$ cat config.mk
export PLATFORM = sky130hd
export DESIGN_NAME = scanline_scheduler_flat
export DESIGN_NICKNAME = d
export VERILOG_FILES = /design/src/rtl/scanline_scheduler_if.sv /design/src/rtl/scanline_scheduler.sv /design/src/flat_wrapper.sv
export SDC_FILE = /design/constraint.sdc
export NUM_CORES = 1
export LEC_CHECK = 0
export CAP_MARGIN = 20
export CELL_PAD_IN_SITES_DETAIL_PLACEMENT = 2
export CELL_PAD_IN_SITES_GLOBAL_PLACEMENT = 2
export CORE_MARGIN = 8
export CORE_UTILIZATION = 39
export DETAILED_ROUTE_END_ITERATION = 6
export DONT_BUFFER_PORTS = 1
export PLACE_DENSITY_LB_ADDON = 0.1
export SYNTH_ARGS = -nofsm -noshare
export SYNTH_HDL_FRONTEND = slang
export SYNTH_SLANG_ARGS = --single-unit
$ cat constraint.sdc
create_clock -name clk -period 21.1 [get_ports clk]
set_input_delay 1.055 -clock clk [delete_from_list [all_inputs] [get_ports clk]]
set_output_delay 1.055 -clock clk [all_outputs]
set_load 0.03 [all_outputs]
$ cat src/rtl/scanline_scheduler_if.sv
// Triangle command / span-engine handshake bundle for scanline_scheduler.
// The master modport is the scheduler's view; the slave modport is the environment's.
interface scanline_scheduler_if #(
  parameter int W = 16
);
  logic         tri_start;
  logic [W-1:0] v0x, v0y, v0z;
  logic [W-1:0] v1x, v1y, v1z;
  logic [W-1:0] v2x, v2y, v2z;
  logic         tri_busy;
  logic         tri_done;
  logic         line_start;
  logic         line_done;
  logic [W-1:0] line_y;
  logic [W-1:0] pax, pay, paz, pbx, pby, pbz;
  logic [W-1:0] pcx, pcy, pcz, pdx, pdy, pdz;
  logic [W-1:0] lines_issued;

  modport master (
    input  tri_start, v0x, v0y, v0z, v1x, v1y, v1z, v2x, v2y, v2z, line_done,
    output tri_busy, tri_done, line_start, line_y,
    output pax, pay, paz, pbx, pby, pbz, pcx, pcy, pcz, pdx, pdy, pdz,
    output lines_issued
  );

  modport slave (
    output tri_start, v0x, v0y, v0z, v1x, v1y, v1z, v2x, v2y, v2z, line_done,
    input  tri_busy, tri_done, line_start, line_y,
    input  pax, pay, paz, pbx, pby, pbz, pcx, pcy, pcz, pdx, pdy, pdz,
    input  lines_issued
  );
endinterface

$ cat src/rtl/scanline_scheduler.sv
// Sorts a triangle by y and runs one draw_line start/done handshake per scanline; first line_start two cycles after tri_start,
// each line held until line_done, next line two cycles after line_done falls. Optional SCANLINE_CULL_EN stops at SCREEN_H.
module scanline_scheduler #(
  parameter int W        = 16,
  parameter int FRAC     = 5,
  parameter int SCREEN_H = 480
) (
  input logic                  clk,
  input logic                  reset,
  scanline_scheduler_if.master bus
);

  typedef struct packed {
    logic [W-1:0] x;
    logic [W-1:0] y;
    logic [W-1:0] z;
  } vert_t;

  typedef enum logic [2:0] {
    IDLE, SORT, ISSUE, WAIT_DONE, RELEASE, NEXT, FINISH
  } state_t;

`ifdef SCANLINE_CULL_EN
  localparam bit CULL_EN = 1'b1;
`else
  localparam bit CULL_EN = 1'b0;
`endif
  localparam logic [W-1:0] SCREEN_LINES = W'(SCREEN_H);

  state_t       state, state_nxt;
  vert_t        lat0, lat1, lat2;
  vert_t        p1, p2, p3;
  vert_t        srt1, srt2, srt3, tmp;
  vert_t        s1, s2, s3;
  vert_t        ea, eb, ec, ed;
  logic [W-1:0] y_cur, y_mid, y_end;
  logic [W-1:0] y_iss, y_mid_c;
  logic         lower_half, cull_hit, issue_go;
  logic         line_start_q, tri_busy_q, tri_done_q;
  logic [W-1:0] line_y_q, lines_issued_q;

  // Strict less-than swaps keep equal-y vertices in input order.
  always_comb begin
    srt1 = lat0;
    srt2 = lat1;
    srt3 = lat2;
    tmp  = lat0;
    if (srt2.y < srt1.y) begin tmp = srt1; srt1 = srt2; srt2 = tmp; end
    if (srt3.y < srt2.y) begin tmp = srt2; srt2 = srt3; srt3 = tmp; end
    if (srt2.y < srt1.y) begin tmp = srt1; srt1 = srt2; srt2 = tmp; end
  end

  // The line being launched comes from the live sort in SORT, else from the stored triangle.
  always_comb begin
    s1         = (state == SORT) ? srt1 : p1;
    s2         = (state == SORT) ? srt2 : p2;
    s3         = (state == SORT) ? srt3 : p3;
    y_iss      = (state == SORT) ? (srt1.y >> FRAC) : (y_cur + W'(1));
    y_mid_c    = (state == SORT) ? (srt2.y >> FRAC) : y_mid;
    lower_half = (y_iss < y_mid_c);
    cull_hit   = CULL_EN && (y_iss >= SCREEN_LINES);
  end

  always_ff @(posedge clk or posedge reset) begin
    if (reset) state <= IDLE;
    else       state <= state_nxt;
  end

  always_comb begin
    state_nxt = state;
    case (state)
      IDLE:      if (bus.tri_start) state_nxt = SORT;
      SORT:      state_nxt = cull_hit ? FINISH : ISSUE;
      ISSUE:     state_nxt = bus.line_done ? RELEASE : WAIT_DONE;
      WAIT_DONE: if (bus.line_done) state_nxt = RELEASE;
      RELEASE:   if (!bus.line_done) state_nxt = NEXT;
      NEXT:      state_nxt = ((y_cur == y_end) || cull_hit) ? FINISH : ISSUE;
      FINISH:    state_nxt = IDLE;
      default:   state_nxt = IDLE;
    endcase
  end

  // ISSUE never loops on itself, so entering it is the single launch point for a line.
  assign issue_go = (state_nxt == ISSUE);

  always_ff @(posedge clk or posedge reset) begin
    if (reset) begin
      lat0 <= '0; lat1 <= '0; lat2 <= '0;
      p1 <= '0; p2 <= '0; p3 <= '0;
      ea <= '0; eb <= '0; ec <= '0; ed <= '0;
      y_cur          <= '0;
      y_mid          <= '0;
      y_end          <= '0;
      line_y_q       <= '0;
      lines_issued_q <= '0;
      line_start_q   <= 1'b0;
      tri_busy_q     <= 1'b0;
      tri_done_q     <= 1'b0;
    end else begin
      if (state == IDLE && bus.tri_start) begin
        lat0 <= {bus.v0x, bus.v0y, bus.v0z};
        lat1 <= {bus.v1x, bus.v1y, bus.v1z};
        lat2 <= {bus.v2x, bus.v2y, bus.v2z};
      end
      if (state == SORT) begin
        p1    <= srt1;
        p2    <= srt2;
        p3    <= srt3;
        y_mid <= srt2.y >> FRAC;
        y_end <= srt3.y >> FRAC;
      end
      if (issue_go) begin
        y_cur    <= y_iss;
        line_y_q <= y_iss;
        ea       <= s1;
        eb       <= s3;
        ec       <= lower_half ? s1 : s2;
        ed       <= lower_half ? s2 : s3;
      end
      if (state == SORT)  lines_issued_q <= issue_go ? W'(1) : '0;
      else if (issue_go)  lines_issued_q <= lines_issued_q + W'(1);
      line_start_q <= (state_nxt == ISSUE) || (state_nxt == WAIT_DONE);
      tri_busy_q   <= (state_nxt != IDLE) && (state_nxt != FINISH);
      tri_done_q   <= (state_nxt == FINISH);
    end
  end

  assign bus.line_start   = line_start_q;
  assign bus.tri_busy     = tri_busy_q;
  assign bus.tri_done     = tri_done_q;
  assign bus.line_y       = line_y_q;
  assign bus.lines_issued = lines_issued_q;
  assign {bus.pax, bus.pay, bus.paz} = ea;
  assign {bus.pbx, bus.pby, bus.pbz} = eb;
  assign {bus.pcx, bus.pcy, bus.pcz} = ec;
  assign {bus.pdx, bus.pdy, bus.pdz} = ed;

endmodule
$ cat src/flat_wrapper.sv
// flat-port wrapper written by rule: the top's interface ports become plain ports
module scanline_scheduler_flat 
#(
  parameter int W        = 16,
  parameter int FRAC     = 5,
  parameter int SCREEN_H = 480
)
  (clk, reset, bus_tri_start, bus_v0x, bus_v0y, bus_v0z, bus_v1x, bus_v1y, bus_v1z, bus_v2x, bus_v2y, bus_v2z, bus_line_done, bus_tri_busy, bus_tri_done, bus_line_start, bus_line_y, bus_pax, bus_pay, bus_paz, bus_pbx, bus_pby, bus_pbz, bus_pcx, bus_pcy, bus_pcz, bus_pdx, bus_pdy, bus_pdz, bus_lines_issued);
  scanline_scheduler_if #(.W(W)) bus_i ();
  input logic clk;
  input logic reset;
  input wire logic [$bits(bus_i.tri_start)-1:0] bus_tri_start;
  input wire logic [$bits(bus_i.v0x)-1:0] bus_v0x;
  input wire logic [$bits(bus_i.v0y)-1:0] bus_v0y;
  input wire logic [$bits(bus_i.v0z)-1:0] bus_v0z;
  input wire logic [$bits(bus_i.v1x)-1:0] bus_v1x;
  input wire logic [$bits(bus_i.v1y)-1:0] bus_v1y;
  input wire logic [$bits(bus_i.v1z)-1:0] bus_v1z;
  input wire logic [$bits(bus_i.v2x)-1:0] bus_v2x;
  input wire logic [$bits(bus_i.v2y)-1:0] bus_v2y;
  input wire logic [$bits(bus_i.v2z)-1:0] bus_v2z;
  input wire logic [$bits(bus_i.line_done)-1:0] bus_line_done;
  output wire logic [$bits(bus_i.tri_busy)-1:0] bus_tri_busy;
  output wire logic [$bits(bus_i.tri_done)-1:0] bus_tri_done;
  output wire logic [$bits(bus_i.line_start)-1:0] bus_line_start;
  output wire logic [$bits(bus_i.line_y)-1:0] bus_line_y;
  output wire logic [$bits(bus_i.pax)-1:0] bus_pax;
  output wire logic [$bits(bus_i.pay)-1:0] bus_pay;
  output wire logic [$bits(bus_i.paz)-1:0] bus_paz;
  output wire logic [$bits(bus_i.pbx)-1:0] bus_pbx;
  output wire logic [$bits(bus_i.pby)-1:0] bus_pby;
  output wire logic [$bits(bus_i.pbz)-1:0] bus_pbz;
  output wire logic [$bits(bus_i.pcx)-1:0] bus_pcx;
  output wire logic [$bits(bus_i.pcy)-1:0] bus_pcy;
  output wire logic [$bits(bus_i.pcz)-1:0] bus_pcz;
  output wire logic [$bits(bus_i.pdx)-1:0] bus_pdx;
  output wire logic [$bits(bus_i.pdy)-1:0] bus_pdy;
  output wire logic [$bits(bus_i.pdz)-1:0] bus_pdz;
  output wire logic [$bits(bus_i.lines_issued)-1:0] bus_lines_issued;
  assign bus_i.tri_start = bus_tri_start;
  assign bus_i.v0x = bus_v0x;
  assign bus_i.v0y = bus_v0y;
  assign bus_i.v0z = bus_v0z;
  assign bus_i.v1x = bus_v1x;
  assign bus_i.v1y = bus_v1y;
  assign bus_i.v1z = bus_v1z;
  assign bus_i.v2x = bus_v2x;
  assign bus_i.v2y = bus_v2y;
  assign bus_i.v2z = bus_v2z;
  assign bus_i.line_done = bus_line_done;
  assign bus_tri_busy = bus_i.tri_busy;
  assign bus_tri_done = bus_i.tri_done;
  assign bus_line_start = bus_i.line_start;
  assign bus_line_y = bus_i.line_y;
  assign bus_pax = bus_i.pax;
  assign bus_pay = bus_i.pay;
  assign bus_paz = bus_i.paz;
  assign bus_pbx = bus_i.pbx;
  assign bus_pby = bus_i.pby;
  assign bus_pbz = bus_i.pbz;
  assign bus_pcx = bus_i.pcx;
  assign bus_pcy = bus_i.pcy;
  assign bus_pcz = bus_i.pcz;
  assign bus_pdx = bus_i.pdx;
  assign bus_pdy = bus_i.pdy;
  assign bus_pdz = bus_i.pdz;
  assign bus_lines_issued = bus_i.lines_issued;
  scanline_scheduler #(.W(W), .FRAC(FRAC), .SCREEN_H(SCREEN_H)) u_core (.clk(clk), .reset(reset), .bus(bus_i));
endmodule
==> impl_metrics.toml <==
[global_routing]
grt_pass1_wl_um = 160000
grt_max_degree = 176
antenna_found_initial = 8
overflow = 0
grt_pass1_vias = 23200
track_usage_pct = 27.3

[setup_path]
crit_top_cell = "buf_4"
timing.critical_path.buf_inv = 6
worstSetupPathType = "flop to flop"
critPathRequiredTime_ps = 21640
path_max_fanout = 100
cp.depth = 37
cp-end-kind = "flop"
cp.arrival_ps = 13660
crit_slowest_cell = "buf_4"
worst-r2r-cell-count = 37
crit_path_start_kind = "flop"
slowest_delay_ps = 840
cp_top_family = "compound AO/OA/AOI/OAI gates"

[detailed_routing]
route.detailed.drc = 0
drt-initial-drc-count = 1659
viasPerCell = 5.94
antenna_left = 0
vias = 21700
wl_per_cell_um = 29.2
drt_wl_total_um = 107000
firstDrtPassIters = 5

[timing]
tns_ps = 0
timing.slew.headroom_pct = 21.4
rsz0062_at_grt = "false"
finalHoldViolCount = 0
hold-worst-slack_ps = 390
setup_violations = 0
report.final.slew_viol_count = 0
fin_crit_sh_pct = 62.2
worst_slew_pin_slew_ps = 1170
fin_crit_ps = 13120
max_clock_freq_mhz = 76.2
clock_skew_ps = 14.5

[synthesis]
synth_top_area_share_pct = 51.6
synthTopCellsByCount = "nand2_1, dfrtp_1, a21oi_1"
yosys.area.top_type = "dfrtp_1"
synth_nets = 3048
syn_inst = 2839
synth_ff_type = "dfrtp_1"
synth.most_common_cell = "nand2_1"
synth_edf_count = 0
ys_warn_count = 0
ys_types = 53
synth-seq-cells = 545
netlist_area_mm2 = 0.0264
yosysSeqAreaShare_pct = 51.6
async_flop_share_pct = 100
synthTopCellsByArea = "dfrtp_1, nand2_1, mux2_2"
syn_area_per_cell_um2 = 9.31

[clocking]
cts.sinks = 545
clk_path_buf_depth = 3
cts_tree = "built"
cts_hold_buf = 0
postCtsSetupBuffers = 0
cts_made_buffers = 61
cts_resized = 0
path_clk_slew_ps = 70
cts_max_level = 2
clockRootBuffer = "clkbuf_16"
clock_latency_ps = 640

[placed_design]
globalplace.congestion = 0.869
io_buffers = 0
place_area_mm2 = 0.0270
dpl.hpwl_um = 76600

[outcome]
status = "completed"

[final_layout]
fin_nets = 2929
drive_above_1_share_pct = 10.1
multi_input_area_mm2 = 0.0118
areaGrowthSynthToFinish_pct = 10.0
fillCellCount = 7095
stdcell_area_mm2 = 0.0291
fin_util_pct = 43.3
area.sequential_mm2 = 0.0136

[worst_hold_path]
min_path_type = "input pin to async pin"

[die]
ios = 375
die-area_mm2 = 0.0763
die_w_um = 276
die_h_um = 276
start_util_pct = 39.3
core-area_mm2 = 0.0672
rows = 95

[run]
max-cap-violations = 0
worst register-to-register path: cells and delay by family (launching register included):
| kind | cells | cell delay (ps) |
|---|---|---|
| AOI/OAI and AO/OA | 19 | 5450 |
| DFF | 1 | 410 |
| and+or+nand+nor | 5 | 800 |
| buffers and inverters | 6 | 3750 |
| muxes | 3 | 1430 |
| adders and majority gates | 4 | 1200 |
cell usage in the layout, fill, tap and decap left out, types with 11 or more instances in the layout:
| master | netlist | layout |
|---|---|---|
| o21ai_0 | 156 | 156 |
| nand3_1 | 68 | 68 |
| mux2i_1 | 79 | 79 |
| o31ai_1 | 100 | 100 |
| nand4_1 | 14 | 14 |
| mux2_2 | 115 | 115 |
| a21o_1 | 16 | 16 |
| clkbuf_1 | 170 | 16 |
| nand2b_1 | 11 | 11 |
| nand2_1 | 718 | 715 |
| clkbuf_8 | 0 | 17 |
| buf_4 | 4 | 30 |
| clkinv_2 | 0 | 13 |
| a31oi_1 | 12 | 12 |
| clkbuf_16 | 0 | 61 |
| dfrtp_1 | 545 | 545 |
| o211ai_1 | 114 | 114 |
| nor3_1 | 92 | 91 |
| xnor2_1 | 12 | 12 |
| nor2_1 | 141 | 139 |
| nor3_2 | 13 | 14 |
| xor2_1 | 23 | 23 |
| ha_1 | 61 | 61 |
| inv_1 | 50 | 49 |
| a211oi_1 | 23 | 23 |
| a21oi_1 | 211 | 211 |
per-layer routing:
metal	GRT usage, %	vias up	part of all wire (%)
met5	0	-	0.060
met1	38.2	11300	45
met2	40.4	628	44
li1	-	9598	-
met3	8.70	148	8.4
met4	7.30	10	2.8
cells by family (layout without fill, tap and decap cells):
| logic type | Yosys count | in the layout | synth area share [%] |
|---|---|---|---|
| AND/OR/NAND/NOR | 1081 | 1081 | 17.0 |
| adder cells (fa/ha/maj) | 61 | 61 | 2.89 |
| other | 0 | 4 | 0 |
| AO/OA/AOI/OAI | 656 | 656 | 15.3 |
| XOR/XNOR | 35 | 35 | 1.16 |
| flip-flops | 545 | 545 | 51.6 |
| buffers and inverters | 267 | 198 | 4.17 |
| multiplexers | 194 | 194 | 7.89 |
per-stage QoR:
stage                     worst slack (ps)  instances
after floorplan                       4810       2839
after global placement                8780       3527
after detailed placement              8200       3528
after CTS                             8020       3641
after global routing                  6850       3644
final                                 7980       3647
final timing paths:
check	startpoint	end	slack, ps
worst max-delay path	u_core.lat1[31]	u_core.bus.pdx[0]	7980
worst min-delay path	reset	u_core.bus.pay[12]	390
worst max register to register	u_core.lat1[31]	u_core.bus.pdx[0]	7980
worst min register to register	u_core.y_mid[15]	u_core.y_mid[15]	470
max in group asynchronous	reset	u_core.lat1[0]	18360
min in group clk	u_core.y_mid[15]	u_core.y_mid[15]	470
sequential cells by signal, indices dropped and copies added, names as in the netlist, 48 cells and up:
register     count
u_core.lat0     48
u_core.lat2     48
u_core.p1       48
u_core.p3       48
u_core.p2       48
u_core.lat1     48
area by class of cell:
cell class,count,area share [%]
well taps,873,3.76
flip-flops and latches,545,46.9
multi-input cells,2027,40.6
repair buffers,35,1.12
diodes,4,0.0344
inverters,50,0.672
clock buffers,94,6.26
clock inverters,19,0.663
Power is left out: the tool's default activity adds up to more than one toggle a clock period on the data nets, which glitch-free logic cannot reach.
